## config.mk

```make
export PLATFORM = sky130hd
export DESIGN_NAME = time_cmd_parser
export DESIGN_NICKNAME = d
export VERILOG_FILES = /design/src/rtl/time_cmd_parser.sv
export SDC_FILE = /design/constraint.sdc
export NUM_CORES = 1
export LEC_CHECK = 0
export ABC_AREA = 0
export BUFFER_PORTS_ARGS = -buffer_cell sky130_fd_sc_hd__buf_4
export CAP_MARGIN = 20
export CORE_MARGIN = 10
export CORE_UTILIZATION = 52
export DETAILED_ROUTE_END_ITERATION = 8
export GPL_TIMING_DRIVEN = 0
export PLACE_DENSITY = 0.77
export SYNTH_ARGS = -nofsm -noshare
export SYNTH_HDL_FRONTEND = slang
export SYNTH_SLANG_ARGS = --single-unit
```

## constraint.sdc

```tcl
create_clock -name clk -period 1.9 [get_ports clk]
set_input_delay 0.095 -clock clk [delete_from_list [all_inputs] [get_ports clk]]
set_output_delay 0.095 -clock clk [all_outputs]
set_load 0.03 [all_outputs]
```

## src/rtl/time_cmd_parser.sv

```systemverilog
// Time-set command parser: decodes "Thh:mm:ss" + CR/LF from an ASCII byte stream into a packed time word.
// Optional ".cc" centisecond suffix is compiled in when TIME_CMD_PARSER_MSEC_EN is defined.
module time_cmd_parser #(
  parameter int unsigned TIMEOUT_CYC = 1_000_000,
  parameter int unsigned INIT_HOUR   = 12
) (
  input  logic        clk,
  input  logic        reset,
  input  logic [7:0]  i_rx_data,
  input  logic        i_rx_valid,
  output logic [23:0] o_time,
  output logic        o_load,
  output logic        o_err
);

  localparam int unsigned     CNT_W    = (TIMEOUT_CYC > 1) ? $clog2(TIMEOUT_CYC) : 1;
  localparam logic [CNT_W-1:0] CNT_LAST = CNT_W'(TIMEOUT_CYC - 1);
  localparam logic [23:0]     TIME_RST = {5'(INIT_HOUR), 19'd0};

  typedef enum logic [3:0] {
    IDLE, H1, H0, C1, M1, M0, C2, S1, S0, TERM
`ifdef TIME_CMD_PARSER_MSEC_EN
    , DOT, F1, F0
`endif
  } state_t;

  state_t           state_q, state_d;
  logic [CNT_W-1:0] cnt_q, cnt_d;
  logic [3:0]       tens_q, tens_d;
  logic [6:0]       hour_q, hour_d, min_q, min_d, sec_q, sec_d;
  logic [23:0]      time_q, time_d;
  logic             load_q, load_d, err_q, err_d;
  logic             bad;
  logic [6:0]       msec;
`ifdef TIME_CMD_PARSER_MSEC_EN
  logic [6:0]       cc_q, cc_d;
`endif

  function automatic logic is_digit(input logic [7:0] b);
    return (b >= 8'h30) && (b <= 8'h39);
  endfunction

  function automatic logic is_term(input logic [7:0] b);
    return (b == 8'h0D) || (b == 8'h0A);
  endfunction

  function automatic logic [6:0] field_val(input logic [3:0] tens, input logic [3:0] ones);
    return 7'(tens) * 7'd10 + 7'(ones);
  endfunction

`ifdef TIME_CMD_PARSER_MSEC_EN
  assign msec = cc_q;
`else
  assign msec = 7'd0;
`endif

  always_comb begin
    state_d = state_q;
    cnt_d   = cnt_q;
    tens_d  = tens_q;
    hour_d  = hour_q;
    min_d   = min_q;
    sec_d   = sec_q;
    time_d  = time_q;
    load_d  = 1'b0;
    err_d   = 1'b0;
    bad     = 1'b0;
`ifdef TIME_CMD_PARSER_MSEC_EN
    cc_d    = cc_q;
`endif
    if (i_rx_valid) begin
      cnt_d = '0;
      // A 'T' anywhere starts a fresh frame, abandoning any partial one silently
      if (i_rx_data == 8'h54) begin
        state_d = H1;
      end else begin
        case (state_q)
          IDLE: ;
          H1, M1, S1: begin
            if (is_digit(i_rx_data)) begin
              tens_d  = i_rx_data[3:0];
              state_d = (state_q == H1) ? H0 : (state_q == M1) ? M0 : S0;
            end else bad = 1'b1;
          end
          H0: begin
            if (is_digit(i_rx_data)) begin
              hour_d  = field_val(tens_q, i_rx_data[3:0]);
              state_d = C1;
            end else bad = 1'b1;
          end
          M0: begin
            if (is_digit(i_rx_data)) begin
              min_d   = field_val(tens_q, i_rx_data[3:0]);
              state_d = C2;
            end else bad = 1'b1;
          end
          S0: begin
            if (is_digit(i_rx_data)) begin
              sec_d   = field_val(tens_q, i_rx_data[3:0]);
              state_d = TERM;
`ifdef TIME_CMD_PARSER_MSEC_EN
              cc_d    = 7'd0;
`endif
            end else bad = 1'b1;
          end
          C1, C2: begin
            if (i_rx_data == 8'h3A) state_d = (state_q == C1) ? M1 : S1;
            else bad = 1'b1;
          end
`ifdef TIME_CMD_PARSER_MSEC_EN
          DOT: begin
            if (is_digit(i_rx_data)) begin
              tens_d  = i_rx_data[3:0];
              state_d = F1;
            end else bad = 1'b1;
          end
          F1: begin
            if (is_digit(i_rx_data)) begin
              cc_d    = field_val(tens_q, i_rx_data[3:0]);
              state_d = F0;
            end else bad = 1'b1;
          end
          // F0 has both fraction digits and accepts exactly what TERM accepts
          TERM, F0: begin
`else
          TERM: begin
`endif
            if (is_term(i_rx_data)) begin
              state_d = IDLE;
              if ((hour_q <= 7'd23) && (min_q <= 7'd59) && (sec_q <= 7'd59)) begin
                time_d = {hour_q[4:0], min_q[5:0], sec_q[5:0], msec};
                load_d = 1'b1;
              end else bad = 1'b1;
`ifdef TIME_CMD_PARSER_MSEC_EN
            end else if (i_rx_data == 8'h2E) begin
              state_d = DOT;
`endif
            end else bad = 1'b1;
          end
          default: state_d = IDLE;
        endcase
      end
    end else if (state_q != IDLE) begin
      // An arriving byte always beats the timeout because it is handled above
      if (cnt_q == CNT_LAST) begin
        bad   = 1'b1;
        cnt_d = '0;
      end else begin
        cnt_d = cnt_q + CNT_W'(1);
      end
    end else begin
      cnt_d = '0;
    end
    if (bad) begin
      err_d   = 1'b1;
      state_d = IDLE;
    end
  end

  always_ff @(posedge clk) begin
    if (reset) begin
      state_q <= IDLE;
      cnt_q   <= '0;
      time_q  <= TIME_RST;
      load_q  <= 1'b0;
      err_q   <= 1'b0;
    end else begin
      state_q <= state_d;
      cnt_q   <= cnt_d;
      time_q  <= time_d;
      load_q  <= load_d;
      err_q   <= err_d;
    end
  end

  always_ff @(posedge clk) begin
    tens_q <= tens_d;
    hour_q <= hour_d;
    min_q  <= min_d;
    sec_q  <= sec_d;
`ifdef TIME_CMD_PARSER_MSEC_EN
    cc_q   <= cc_d;
`endif
  end

  assign o_time = time_q;
  assign o_load = load_q;
  assign o_err  = err_q;

endmodule
```

==> flow_summary.json, run 1 <==
{
  "antennaDiodeCount": 0,
  "worst-path-max-fanout": 3,
  "wl_met2_mm": 3.55,
  "ir_worst_vdd_mv": 0.461,
  "clockBufferDepth": 2,
  "die_height_um": 97.1,
  "drt_iter0_markers": 198,
  "worstMarginPinSlew_ps": 575,
  "hpwlAfterDp_mm": 4.36,
  "tns_ps": -851,
  "syn_area_per_cell_um2": 10.3,
  "hold_viol": 0,
  "yosys_warnings": 0,
  "yosys_register_bits": 68,
  "ant_nets": 0,
  "clkLatencyLatePin_ps": 340,
  "syn-cell-area_um2": 3090,
  "highest_layer": "met4",
  "tritoncts": "done",
  "cts_buffers": 9,
  "first_pass_iters": 4,
  "status": "finished with violations",
  "synth_edf_count": 25,
  "cp_num_buf_inv": 0,
  "dieArea_um2": 9440,
  "syn_to_final_growth_pct": 31.2,
  "viasPerCell": 5.48,
  "htree_levels": 3,
  "hp-class": "input pin to register",
  "finalMaxSlewViolations": 0,
  "wl_met3_um": 407,
  "fin_nets": 384,
  "overflow": 0,
  "wl_per_cell_um": 16.3,
  "drc": 0,
  "wirelength_mm": 7.23,
  "maxCapViolations": 0,
  "antenna_found_initial": 0,
  "root_buffer": "clkbuf_8",
  "fin_crit_sh_pct": 106,
  "rows": 28,
  "setup_violations": 28,
  "fmax_ghz": 0.497,
  "wirelength_met1_mm": 3.07,
  "fin_crit_ps": 2010,
  "p_leak_uw": 0.00147,
  "worst_slack_ps": -114,
  "synth_top_area_share_pct": 27.8,
  "crit_chain": "ha_1 > ha_2 > fa_1 > nand2_1 > nor2_2 > xnor2_1",
  "crit_arrival_ps": 2090,
  "synth_cells": 299,
  "synthArstFlopShare_pct": 0,
  "coreArea_um2": 5850,
  "layout_commonest_cell": "buf_4",
  "place_ws_ps": -300,
  "clk_pin_slew_ps": 80,
  "crit_path_end_kind": "register",
  "place_congestion": 0.840,
  "grt_pass1_wl_mm": 10.4,
  "io_buffers": 27,
  "ios": 37,
  "synth_cell_types": 49,
  "violations": "setup timing",
  "p_per_area_nw_per_um2": 681,
  "cts.sinks": 68,
  "synth_area_leader_cell": "dfxtp_1",
  "slowest_delay_ps": 540,
  "critPathRequiredTime_ps": 1980,
  "grt_util_all_layers_pct": 13.3,
  "grt_pass1_vias": 2243,
  "rsz0062_at_grt": "true",
  "synth_area_leaders": "dfxtp_1, edfxtp_1, nor2_1, mux2i_1, xnor2_1",
  "start_util_pct": 52.9,
  "critPathTopFamily": "adder cells",
  "route.vias.total": 2433,
  "ys_seq_area_share_pct": 52.1,
  "ys.flop_type": "dfxtp_1",
  "grt_max_degree": 13,
  "final_cell_mix": "buf_4, dfxtp_1, nor2_1",
  "startpoint_type": "register",
  "fin_hold_ws_ps": 37.0,
  "slew_headroom_pct": 61.6,
  "drive_gt1_share_pct": 33.6,
  "die-width_um": 97.1,
  "setup.worst_path.class": "register to register",
  "skew_ps": 16.1,
  "slowest_stage": "fa_1"
}
-- final cells by class --
| cell class | count | area [um2] |
|---|---|---|
| Tap cell | 75 | 93.8 |
| Buffer | 17 | 145 |
| Fill cell | 416 | 1790 |
| Clock buffer | 9 | 124 |
| Inverter | 9 | 33.8 |
| Timing Repair Buffer | 50 | 412 |
| Sequential cell | 68 | 1620 |
| Multi-Input combinational cell | 209 | 1560 |
| Clock inverter | 7 | 66.3 |
-- kinds of logic after synthesis --
logic type | Yosys count | share of synthesized area [%]
AND/OR/NAND/NOR | 127 | 20.7
flip-flops | 68 | 52.1
buffers and inverters | 28 | 4.97
AO/OA/AOI/OAI | 25 | 5.74
XOR/XNOR | 24 | 6.79
multiplexers | 17 | 5.50
adder cells (fa/ha/maj) | 9 | 4.12
other | 1 | 0.121
-- power breakdown --
group	leakage (uW)	internal [uW]	switching, uW
clock	0.0000907	599	551
combinational	0.000801	41.8	68.8
sequential	0.000574	1500	0.314
total	0.00147	2150	621
-- timing repair --
action / CTS / global route
pin swaps: 6 / 25
setup endpoints to repair: 64 / 49
hold buffers: 3 / 0
gates resized for setup: 22 / 50
cloned: 0 / 2
buffers inserted: 9 / 9
hold endpoints to repair: 3 / 0
-- per-layer routing --
| metal | track usage (%) | up-vias |
|---|---|---|
| met5 | 0 | - |
| met4 | 6.92 | 0 |
| met3 | 4.69 | 18 |
| met2 | 21.0 | 77 |
| met1 | 15.6 | 1176 |
| li1 | - | 1162 |
-- worst reg2reg max path, cell delays in order, from the launching register on --
cell	delay [ps]
edfxtp_1	420
ha_1	330
ha_2	200
fa_1	540
nand2_1	90
nor2_2	90
xnor2_1	90
-- worst paths after layout --
| kind | startpoint | end | slack (ps) | cells after the start |
|---|---|---|---|---|
| setup / recovery | tens_q[3] | min_q[6] | -110 | 6 |
| hold / removal | i_rx_data[0] | sec_q[0] | 40 | 1 |
| setup reg to reg | tens_q[3] | min_q[6] | -110 | 6 |
| hold reg to reg | cnt_q[0] | cnt_q[0] | 440 | 1 |
-- flip-flops by register name, summed over array words and instances, names as in the netlist --
name,count
cnt_q,20
hour_q,7
min_q,7
o_err,1
o_load,1
o_time,17
sec_q,7
state_q,4
tens_q,4
-- stage by stage --
stage | instance area (um2) | util (%) | total power (uW) | instances
floorplan | 3130 | - | 1600 | 305
global route | 4060 | 69.4 | 2850 | 444
global placement | 3420 | 58.5 | 1640 | 407
CTS | 3790 | 64.8 | 2770 | 434
detailed placement | 3420 | 58.5 | 1640 | 407
finish | 4060 | 69.4 | 2770 | 444
-- synthesized netlist by cell type (2+ instances only) --
cell       n
nor2_1    51
dfxtp_1   43
edfxtp_1  25
nand2_1   22
mux2i_1   17
xnor2_1   12
xor2_1    12
inv_1      9
buf_4      8
nand3_1    8
and3_1     7
ha_1       7
nand4_1    7
a21oi_1    6
o21ai_0    6
clkbuf_1   5
nor4_1     5
nor3_1     4
and2_1     3
buf_2      3
nor3b_1    3
a211oi_1   2
buf_6      2
fa_1       2
nand2b_1   2
nor4bb_1   2
o211ai_1   2
or2_1      2
or4_1      2
No activity file was read; power rests on OpenSTA's default activity.
==> inputs of run 2 (changes only) <==
--- a/config.mk
+++ b/config.mk
@@ -13,6 +13,7 @@
 export DETAILED_ROUTE_END_ITERATION = 8
 export GPL_TIMING_DRIVEN = 0
 export PLACE_DENSITY = 0.77
+export RECOVER_POWER = 50
 export SYNTH_ARGS = -nofsm -noshare
 export SYNTH_HDL_FRONTEND = slang
 export SYNTH_SLANG_ARGS = --single-unit
==> flow_summary.json, run 2 (synthesis gave the netlist of run 1 again) <==
{
  "wirelength_mm": 7.23,
  "grt_util_all_layers_pct": 13.3,
  "slowest_delay_ps": 540,
  "wirelength_met1_mm": 3.06,
  "finalMaxSlewViolations": 0,
  "syn_to_final_growth_pct": 30.9,
  "place_congestion": 0.840,
  "largest_reg_flops": 20,
  "wl_met3_um": 407,
  "antennaDiodeCount": 0,
  "start_util_pct": 52.9,
  "clkLatencyLatePin_ps": 340,
  "viasPerCell": 5.47,
  "hp-class": "input pin to register",
  "wl_per_cell_um": 16.3,
  "p_leak_uw": 0.00146,
  "ant_nets": 0,
  "cts.sinks": 68,
  "clockBufferDepth": 2,
  "coreArea_um2": 5850,
  "status": "finished with violations",
  "crit_arrival_ps": 2090,
  "setup.worst_path.class": "register to register",
  "wl_met2_mm": 3.55,
  "grt_max_degree": 13,
  "crit_chain": "ha_1 > ha_2 > fa_1 > nand2_1 > nor2_2 > xnor2_1",
  "worst_slack_ps": -115,
  "ir_worst_vdd_mv": 0.458,
  "root_buffer": "clkbuf_8",
  "p_per_area_nw_per_um2": 682,
  "worstMarginPinSlew_ps": 575,
  "startpoint_type": "register",
  "fin_nets": 384,
  "clk_pin_slew_ps": 80,
  "violations": "setup timing",
  "slowest_stage": "fa_1",
  "io_buffers": 27,
  "hpwlAfterDp_mm": 4.36,
  "die_height_um": 97.1,
  "fmax_ghz": 0.496,
  "fin_crit_ps": 2010,
  "regMostFlops": "cnt_q",
  "die-width_um": 97.1,
  "skew_ps": 15.5,
  "antenna_found_initial": 0,
  "highest_layer": "met4",
  "final_cells": 444,
  "tns_ps": -849,
  "drive_gt1_share_pct": 33.1,
  "rows": 28,
  "worst-path-max-fanout": 3,
  "tritoncts": "done",
  "route.vias.total": 2427,
  "maxCapViolations": 0,
  "drc": 0,
  "final_cell_mix": "buf_4, dfxtp_1, nor2_1",
  "setup_violations": 28,
  "layout_commonest_cell": "buf_4",
  "overflow": 0,
  "ios": 37,
  "crit_path_end_kind": "register",
  "hold_viol": 0,
  "dieArea_um2": 9440,
  "critPathRequiredTime_ps": 1970,
  "slew_headroom_pct": 61.6,
  "fin_crit_sh_pct": 106,
  "first_pass_iters": 4,
  "grt_pass1_wl_mm": 10.4,
  "drt_iter0_markers": 196,
  "cts_buffers": 9,
  "grt_pass1_vias": 2243,
  "rsz0062_at_grt": "true",
  "htree_levels": 3,
  "dp_cells": 407
}
-- run 2: cell types whose count changed in the layout (fill, tap and decap cells not counted), sizes merged --
cell and delta:
clkbuf +2, buf -2
-- run 2: through the flow --
stage | util, % | worst slack, ps | total power (uW) | hold slack (ps) | area, um2
floorplan | - | -39.3 | 1600 | 194 | 3130
global placement | 58.5 | -289 | 1640 | 326 | 3420
detailed placement | 58.5 | -300 | 1640 | 326 | 3420
CTS | 64.8 | -71.7 | 2770 | 27.5 | 3790
global route | 69.2 | -139 | 2850 | 150 | 4050
finish | 69.2 | -115 | 2760 | 137 | 4050
-- run 2: report_power, final --
part | total [uW] | switching, uW | internal [uW]
combinational | 109 | 68.9 | 39.8
sequential | 1510 | 0.314 | 1500
clock | 1150 | 549 | 599
total | 2760 | 618 | 2140
-- run 2: layer usage --
layer | vias to the layer above | GRT usage, %
li1 | 1162 | -
met1 | 1171 | 15.6
met2 | 76 | 21.0
met3 | 18 | 4.69
met4 | 0 | 6.92
met5 | - | 0
-- run 2: final timing paths --
check                                from         end  slack [ps]  depth (start not counted)
worst max-delay path            tens_q[3]    min_q[6]        -110                          6
worst min-delay path                reset  o_time[11]         140                          2
worst max register to register  tens_q[3]    min_q[6]        -110                          6
worst min register to register   cnt_q[0]    cnt_q[0]         440                          1
-- run 2: critical path, delay by kind of cell, from the launching register on --
family | cells | cell delay [ps]
simple gates | 2 | 180
flops | 1 | 420
xor+xnor | 1 | 90
fa+ha+maj | 3 | 1070
-- run 2: layout make-up --
class,count,area [um2]
clock buffers,9,124
fillers,420,1800
multi-input cells,209,1560
flip-flops and latches,68,1620
well taps,75,93.8
clock inverters,7,66.3
repair buffers,50,404
inverters,9,33.8
plain buffers,17,145
-- run 2: timing repair --
item                                   4_1_cts  5_1_grt
endpoints found under the hold margin        3        0
hold buffers                                 3        0
pin swaps                                    6       25
setup endpoints to repair                   64       49
gates cloned                                 0        2
setup buffers                                9        9
resized for setup                           22       50
